**config.mk**
```make
export PLATFORM = sky130hd
export DESIGN_NAME = key_debounce_ctrl
export DESIGN_NICKNAME = d
export VERILOG_FILES = /design/src/rtl/key_pkg.sv /design/src/rtl/key_debounce_one.sv /design/src/rtl/key_debounce_ctrl.sv
export SDC_FILE = /design/constraint.sdc
export NUM_CORES = 1
export LEC_CHECK = 0
export CAP_MARGIN = 20
export CORE_ASPECT_RATIO = 0.7
export CORE_MARGIN = 3
export CORE_UTILIZATION = 67
export CTS_CLUSTER_SIZE = 10
export DETAILED_ROUTE_END_ITERATION = 7
export GPL_TIMING_DRIVEN = 0
export PLACE_DENSITY_LB_ADDON = 0.2
export SYNTH_ARGS = -nofsm -noshare
export SYNTH_HDL_FRONTEND = slang
export SYNTH_SLANG_ARGS = --single-unit
```
**constraint.sdc**
```tcl
create_clock -name clk -period 10 [get_ports clk]
set_input_delay 2 -clock clk [delete_from_list [all_inputs] [get_ports clk]]
set_output_delay 2 -clock clk [all_outputs]
set_load 0.02 [all_outputs]
```
**src/rtl/key_pkg.sv**
```systemverilog
// Shared constants and types for the push-button debounce front end.
// Board defaults assume the 12 MHz system clock.
package key_pkg;

   localparam int KEY_DB_CYCLES_12M   = 240_000;     // 20 ms of stable level
   localparam int KEY_LONG_CYCLES_12M = 12_000_000;  // 1 s held

   // +1 so the counter width always covers the count with headroom (2^W > N)
   localparam int KEY_DB_WIDTH   = $clog2(KEY_DB_CYCLES_12M + 1);
   localparam int KEY_LONG_WIDTH = $clog2(KEY_LONG_CYCLES_12M + 1);

   // Pin level that means "pressed" on the board
   localparam logic KEY_PRESSED = 1'b0;

   typedef struct packed {
      logic level;
      logic press;
      logic rel;
      logic long_p;
      logic toggle;
   } key_evt_t;

endpackage

```
**src/rtl/key_debounce_one.sv**
```systemverilog
// Single key channel: 2-flop synchroniser, stable-count debounce, hold timer,
// registered press/release/long pulses and a press-driven toggle flag.
module key_debounce_one
   import key_pkg::*;
#(
   parameter int DB_CYCLES   = KEY_DB_CYCLES_12M,
   parameter int DB_WIDTH    = KEY_DB_WIDTH,
   parameter int LONG_CYCLES = KEY_LONG_CYCLES_12M,
   parameter int LONG_WIDTH  = KEY_LONG_WIDTH
)(
   input  logic clk,
   input  logic rst,
   input  logic key_n,
   output logic key_level,
   output logic key_press,
   output logic key_release,
   output logic key_long,
   output logic key_toggle
);

   localparam logic [DB_WIDTH-1:0]   DB_LAST   = DB_WIDTH'(DB_CYCLES - 1);
   localparam logic [LONG_WIDTH-1:0] LONG_LAST = LONG_WIDTH'(LONG_CYCLES - 1);

   logic [1:0]            sync_reg;
   logic                  key_s;
   logic                  flip;
   logic [DB_WIDTH-1:0]   db_cnt_reg, db_cnt_next;
   logic [LONG_WIDTH-1:0] hold_cnt_reg, hold_cnt_next;
   key_evt_t              evt_reg, evt_next;

   assign key_s = (sync_reg[1] == KEY_PRESSED);

   always_comb begin
      db_cnt_next   = db_cnt_reg;
      hold_cnt_next = hold_cnt_reg;
      evt_next      = evt_reg;
      evt_next.press  = 1'b0;
      evt_next.rel    = 1'b0;
      evt_next.long_p = 1'b0;
      flip          = 1'b0;

      // Any cycle that agrees with the accepted level restarts the count
      if (key_s == evt_reg.level) begin
         db_cnt_next = '0;
      end else if (db_cnt_reg == DB_LAST) begin
         db_cnt_next = '0;
         flip        = 1'b1;
      end else begin
         db_cnt_next = db_cnt_reg + 1'b1;
      end

      if (flip) begin
         evt_next.level = key_s;
         evt_next.press = key_s;
         evt_next.rel   = ~key_s;
         if (key_s) begin
            evt_next.toggle = ~evt_reg.toggle;
         end
         hold_cnt_next = '0;
      end else if (!evt_reg.level) begin
         hold_cnt_next = '0;
      end else if (hold_cnt_reg != LONG_LAST) begin
         // Saturating at LONG_LAST makes the long pulse fire once per press
         hold_cnt_next   = hold_cnt_reg + 1'b1;
         evt_next.long_p = (hold_cnt_next == LONG_LAST);
      end
   end

   always_ff @(posedge clk or posedge rst) begin
      if (rst) begin
         sync_reg     <= {2{~KEY_PRESSED}};
         db_cnt_reg   <= '0;
         hold_cnt_reg <= '0;
         evt_reg      <= '0;
      end else begin
         sync_reg     <= {sync_reg[0], key_n};
         db_cnt_reg   <= db_cnt_next;
         hold_cnt_reg <= hold_cnt_next;
         evt_reg      <= evt_next;
      end
   end

   assign key_level   = evt_reg.level;
   assign key_press   = evt_reg.press;
   assign key_release = evt_reg.rel;
   assign key_long    = evt_reg.long_p;
   assign key_toggle  = evt_reg.toggle;

endmodule

```
**src/rtl/key_debounce_ctrl.sv**
```systemverilog
// Multi-key debounce front end: NUM_KEYS independent channels whose
// outputs are packed bit-per-key.
module key_debounce_ctrl
   import key_pkg::*;
#(
   parameter int NUM_KEYS    = 4,
   parameter int DB_CYCLES   = KEY_DB_CYCLES_12M,
   parameter int DB_WIDTH    = KEY_DB_WIDTH,
   parameter int LONG_CYCLES = KEY_LONG_CYCLES_12M,
   parameter int LONG_WIDTH  = KEY_LONG_WIDTH
)(
   input  logic                clk,
   input  logic                rst,
   input  logic [NUM_KEYS-1:0] key_n,
   output logic [NUM_KEYS-1:0] key_level,
   output logic [NUM_KEYS-1:0] key_press,
   output logic [NUM_KEYS-1:0] key_release,
   output logic [NUM_KEYS-1:0] key_long,
   output logic [NUM_KEYS-1:0] key_toggle
);

   generate
      for (genvar gi = 0; gi < NUM_KEYS; gi++) begin : g_key
         key_debounce_one #(
            .DB_CYCLES   (DB_CYCLES),
            .DB_WIDTH    (DB_WIDTH),
            .LONG_CYCLES (LONG_CYCLES),
            .LONG_WIDTH  (LONG_WIDTH)
         ) u_key (
            .clk         (clk),
            .rst         (rst),
            .key_n       (key_n[gi]),
            .key_level   (key_level[gi]),
            .key_press   (key_press[gi]),
            .key_release (key_release[gi]),
            .key_long    (key_long[gi]),
            .key_toggle  (key_toggle[gi])
         );
      end
   endgenerate

endmodule

```
==> results of run 1 <==
## per-stage QoR
step	hold WS [ps]	cell area [µm²]
after floorplan	345.2	10370
after global placement	346.6	10860
final	356.1	11510
after detailed placement	346.8	10900
after CTS	356.9	11510
after global routing	365.4	11510
## routing by layer
metal	part of all wire	up-vias	GRT usage
li1	-	3855	-
met1	0.46	3887	0.3943
met2	0.45	291	0.4231
met3	0.068	36	0.05033
met4	0.014	0	0.07624
met5	0	-	0
## worst max-delay path, stage by stage (launching register included)
cell	delay [ps]
dfrtp_1	480
buf_4	150
clkdlybuf4s50_1	590
## final cells by class
class                   count  area share
clock inverters            11     0.01305
repair buffers             26     0.02414
well taps                 195     0.02120
inverters                  22    0.007829
multi-input cells         820      0.4386
clock buffers              21     0.04001
flip-flops and latches    196      0.4271
plain buffers              61     0.02805
## power by group through the flow
stage / clock (mW) / sequential [mW] / combinational [mW]
3_3_place_gp: 0 / 0.820 / 0.0313
2_1_floorplan: 0 / 0.819 / 0.0230
3_5_place_dp: 0 / 0.820 / 0.0341
5_1_grt: 0.752 / 0.806 / 0.0383
4_1_cts: 0.719 / 0.805 / 0.0341
6_report: 0.707 / 0.806 / 0.0327
## cell families (layout without fill, tap and decap cells)
group / after synthesis / in the layout / share of synthesized area
muxes: 1 / 1 / 0.0009655
xor gates and xnor gates: 163 / 163 / 0.1377
buffers and inverters: 83 / 141 / 0.03910
DFF: 196 / 196 / 0.4741
adders and majority gates: 12 / 12 / 0.01448
and+or+nand+nor: 551 / 551 / 0.2744
AOI/OAI and AO/OA: 93 / 93 / 0.05926
## cells in the mapped netlist (15+ instances only)
master	instances
a21oi_1	38
nor3_1	18
and3_1	27
nand2b_1	15
nand2_1	79
inv_1	22
nor2_1	191
xor2_1	84
xnor2_1	79
clkbuf_1	26
buf_4	20
nand3_1	66
nor4_1	21
nand4_1	39
dfrtp_1	188
## cells in the final DEF, fill, tap and decap left out, types with 7 or more instances in the layout
cell	count
buf_2	13
clkdlybuf4s50_1	25
nand4_1	39
or4_1	7
ha_1	12
clkbuf_16	17
or3_1	13
nand2b_1	15
clkbuf_1	28
nand2_1	79
nor3_1	18
xor2_1	84
nor3b_1	11
o21ai_0	11
xnor2_1	79
buf_4	20
nor4_1	21
a21oi_1	38
dfstp_2	8
nand3b_1	11
inv_1	21
nor2_1	191
nand3_1	66
dfrtp_1	188
and3_1	27
and4_1	8
## how the worst max path moves through the flow
stage | startpoint | endpoint | slack, ps | cells past startpoint
6_report | g_key[1].u_key.key_level | key_level[1] | 6350 | 2
5_1_grt | g_key[1].u_key.key_level | key_level[1] | 6310 | 2
4_1_cts | g_key[1].u_key.key_level | key_level[1] | 6360 | 2
3_5_place_dp | rst | g_key[3].u_key.db_cnt_reg[7] | 6530 | 3
3_3_place_gp | rst | g_key[3].u_key.hold_cnt_reg[21] | 320 | 2
2_1_floorplan | rst | g_key[0].u_key.db_cnt_reg[0] | 2670 | 1
==> impl_metrics.env, run 1 <==
export IMPL_run_status="finished clean"
export IMPL_maxSlewHeadroom=0.3094
export IMPL_setup_tns_ps=0
export IMPL_hold_viol=0
export IMPL_period_needed_ps=3650
export IMPL_sw_frac_of_total=0.2125
export IMPL_synthArstFlopShare=1.000
export IMPL_ys_types=70
export IMPL_cts_sinks=196
export IMPL_p_total_mw=1.545
export IMPL_cts_reportedPaths_clkPinSlew_ps=70
export IMPL_routed_wl_um=21860
export IMPL_coreArea_mm2=0.01491
export IMPL_grt_use_total=0.2709
export IMPL_nNetsFinal=1162
export IMPL_wl_per_cell_um=16.17
export IMPL_regArea_mm2=0.004915
export IMPL_hp_class="reg -> reg"
export IMPL_yosys_area_top_type_share=0.4538
export IMPL_grt_remaining_overflow=0
export IMPL_seq_area_frac_synth=0.4741
export IMPL_hold_depth=0
export IMPL_rsz0062_at_grt="false"
export IMPL_viasPerCell=5.968
export IMPL_ir_drop_v=0.00009624
export IMPL_p_clk_frac=0.457
export IMPL_synth_edf_count=0
export IMPL_drive_above_1_share=0.08643
export IMPL_yosys_warnings=0
export IMPL_tightest_slew_ps=1030
export IMPL_antenna_found_initial=0
export IMPL_clockBufferDepth=2
export IMPL_via_count=8069
export IMPL_numCtsBuffers=17
export IMPL_place_congestion=0.9377
export IMPL_synth_flop_cell="dfrtp_1"
export IMPL_combinationalPowerShare=0.021
export IMPL_die_y_um=110.1
export IMPL_synth_area_top_cells="dfrtp_1 (45%), xor2_1 (7.1%), nor2_1 (6.9%)"
export IMPL_cp_end_kind="primary output"
export IMPL_synth_avg_cell_area_um2=9.434
export IMPL_syn_to_final_growth_pct=10.99
export IMPL_p_int_mw=1.216
export IMPL_pin_count=26
export IMPL_grt_max_degree=121
export IMPL_synthCells=1099
export IMPL_drtAntennaViolNets=0
export IMPL_start_kind="flip-flop"
export IMPL_multi_input_area_mm2=0.005047
export IMPL_hpwl_um=14540
export IMPL_leakage_nw=4.618
export IMPL_arrival_ps=1650
export IMPL_r2r_cells=8
export IMPL_largest_reg_flops=96
export IMPL_dieWidth_um=154.7
export IMPL_r2r_end="g_key[0].u_key.key_long"
export IMPL_postCtsSetupBuffers=0
export IMPL_std_cell_rows=37
export IMPL_regToRegSetupSlack_ps=6970
export IMPL_hold_path_end="g_key[0].u_key.sync_reg[1]"
export IMPL_timing_fmax_mhz=274.0
export IMPL_dp_cells=1320
export IMPL_drv_cap=0
export IMPL_finalClockSkew_ps=9.140
export IMPL_finalSetupViolCount=0
export IMPL_grt_pass1_vias=7803
export IMPL_cts_resized=0
export IMPL_critPathMaxFanout=5
export IMPL_die_area_mm2=0.01703
export IMPL_synth_area_mm2=0.01037
export IMPL_n_fill_cell=1019
export IMPL_hold_buffers=0
export IMPL_ys_ff_latch=196
export IMPL_hp_start="g_key[0].u_key.sync_reg[0]"
export IMPL_path_class="reg -> out"
export IMPL_utilization=0.7719
export IMPL_drc=0
export IMPL_cts_max_level=4
export IMPL_grt_pass1_wl_um=37640
export IMPL_synth_nets=1117
export IMPL_final_cells=1352
export IMPL_firstDrtPassIters=5
export IMPL_yosysTopAreaCell="dfrtp_1"
export IMPL_drt_iter0_markers=846
export IMPL_power_switching_uw=328.2
export IMPL_finalWorstSetupSlack_ps=6350
export IMPL_slew_violations=0
export IMPL_post_place_ws_ps=6527
export IMPL_cts_tree="built"
export IMPL_power_density_mw_per_mm2=134.2
export IMPL_numPortBuffers=25
export IMPL_clock_latency_ps=430
export IMPL_crit_required_ps=8000
export IMPL_root_buffer="clkbuf_16"
export IMPL_reg2reg_from="g_key[0].u_key.hold_cnt_reg[0]"
export IMPL_start_util=0.6955
export IMPL_finalCritPeriodShare=0.3650
export IMPL_diodes=0
export IMPL_power_share_sequential=0.521
Note: power is estimated with default switching activity, not from simulation.
==> run 2: changes to the inputs <==
Settings changed: CORE_UTILIZATION 67 to 56.
Clock period 10 ns to 3.2 ns, I/O delays scaled along.
==> run 2 against run 1 <==
- global-route usage decreased by 5.9 points
- clock-buffer cell count decreased by 4
- die area grew 19%
- sequential power rose to 3.1 times the previous value
- critical endpoint is now g_key[1].u_key.key_long
- largest power group unchanged
- highest routed layer unchanged
==> impl_metrics.env, run 2 (synthesis gave the netlist of run 1 again) <==
export IMPL_wl_met1_um=10870
export IMPL_wl_met2_um=8490
export IMPL_setup_tns_ps=0
export IMPL_cts_reportedPaths_clkPinSlew_ps=70
export IMPL_dieWidth_um=168.6
export IMPL_hold_depth=0
export IMPL_coreArea_mm2=0.01767
export IMPL_rsz0062_at_grt="false"
export IMPL_cp_end_kind="flip-flop"
export IMPL_leakage_nw=4.637
export IMPL_syn_to_final_growth_pct=11.86
export IMPL_grt_max_degree=44
export IMPL_clock_latency_ps=450
export IMPL_tightest_slew_ps=1085
export IMPL_std_cell_rows=40
export IMPL_postCtsSetupBuffers=0
export IMPL_path_class="reg -> reg"
export IMPL_timing_fmax_mhz=338.5
export IMPL_power_density_mw_per_mm2=411.4
export IMPL_hold_buffers=0
export IMPL_p_total_mw=4.772
export IMPL_numPortBuffers=25
export IMPL_drt_iter0_markers=598
export IMPL_drive_above_1_share=0.09130
export IMPL_run_status="finished clean"
export IMPL_cts_max_level=4
export IMPL_cts_sinks=196
export IMPL_diodes=0
export IMPL_ir_drop_v=0.0003063
export IMPL_grt_remaining_overflow=0
export IMPL_finalCritPeriodShare=0.9233
export IMPL_root_buffer="clkbuf_16"
export IMPL_finalSetupViolCount=0
export IMPL_pin_count=26
export IMPL_r2r_cells=8
export IMPL_drv_cap=0
export IMPL_cts_tree="built"
export IMPL_layout_commonest_cell="nor2_1"
export IMPL_numCtsBuffers=17
export IMPL_arrival_ps=3280
export IMPL_layout_common_cells="nor2_1 (191), dfrtp_1 (188), xor2_1 (84)"
export IMPL_wl_per_cell_um=14.71
export IMPL_hp_class="reg -> reg"
export IMPL_nNetsFinal=1166
export IMPL_via_count=7831
export IMPL_finalClockSkew_ps=15.01
export IMPL_die_area_mm2=0.02021
export IMPL_viasPerCell=5.626
export IMPL_antenna_found_initial=0
export IMPL_critPathMaxFanout=9
export IMPL_hpwl_um=14290
export IMPL_start_util=0.5868
export IMPL_clockBufferDepth=2
export IMPL_drtAntennaViolNets=0
export IMPL_period_needed_ps=2954
export IMPL_cts_resized=0
export IMPL_routed_wl_um=20480
export IMPL_die_y_um=119.8
export IMPL_start_kind="flip-flop"
export IMPL_place_congestion=0.9155
export IMPL_maxSlewHeadroom=0.2724
export IMPL_route_met3_wl_um=857
export IMPL_largest_reg_flops=96
export IMPL_top_layer_used="met4"
export IMPL_grt_pass1_wl_um=35270
export IMPL_grt_use_total=0.2118
export IMPL_hold_viol=0
export IMPL_slew_violations=0
export IMPL_firstDrtPassIters=6
export IMPL_drc=0
export IMPL_crit_required_ps=3520
export IMPL_grt_pass1_vias=7253
## run 2: changes by cell type in the layout (fill, tap and decap cells not counted), sizes merged
cell / before / now
bufinv: 3 / 1
inv: 24 / 30
clkinv: 4 / 3
clkinvlp: 2 / 3
clkbuf: 49 / 45
buf: 34 / 38
## run 2: worst max-delay path, stage by stage (launching register included)
cell and delay [ps]:
dfrtp_1 450, ha_1 170, buf_2 170, nand4_2 270, nor4_4 490, xor2_1 300, o2111ai_1 200, or4_1 450
nor4_1 340
## run 2: worst paths after layout
check	start	end	slack, ps
worst min register to register	g_key[3].u_key.sync_reg[0]	g_key[3].u_key.sync_reg[1]	360
worst min-delay path	g_key[3].u_key.sync_reg[0]	g_key[3].u_key.sync_reg[1]	360
min in group asynchronous	rst	g_key[2].u_key.key_press	590
worst max-delay path	g_key[1].u_key.hold_cnt_reg[1]	g_key[1].u_key.key_long	250
worst max register to register	g_key[1].u_key.hold_cnt_reg[1]	g_key[1].u_key.key_long	250
max in group asynchronous	rst	g_key[1].u_key.db_cnt_reg[6]	1540
## run 2: final cells by class
type	instances	area (µm²)
Buffer	61	322.8
Clock buffer	17	425.4
Fill cell	1437	6070
Multi-Input combinational cell	820	5047
Timing Repair Buffer	30	350.3
Inverter	22	86.33
Tap cell	231	289.0
Clock inverter	15	161.4
Sequential cell	196	4915
## run 2: metal layers
layer	up-vias	global-route usage
met5	-	0
met3	28	0.03622
met2	177	0.2971
li1	3858	-
met1	3768	0.3341
met4	0	0.06490
## run 2: stage by stage
step,util,instance area [µm²],hold slack [ps],std cells,setup WS [ps]
floorplan,-,10370,345.2,1099,34.15
global placement,0.6176,10910,345.8,1355,-1514
detailed placement,0.6232,11010,346.8,1360,281.9
CTS,0.6564,11600,357.9,1392,252.9
global route,0.6564,11600,364.5,1392,33.31
finish,0.6564,11600,357.0,1392,245.6
## run 2: report_power, final
group	switching, mW	internal (mW)
combinational	0.0773	0.0351
sequential	0.0182	2.50
clock	1.03	1.11
total	1.13	3.64
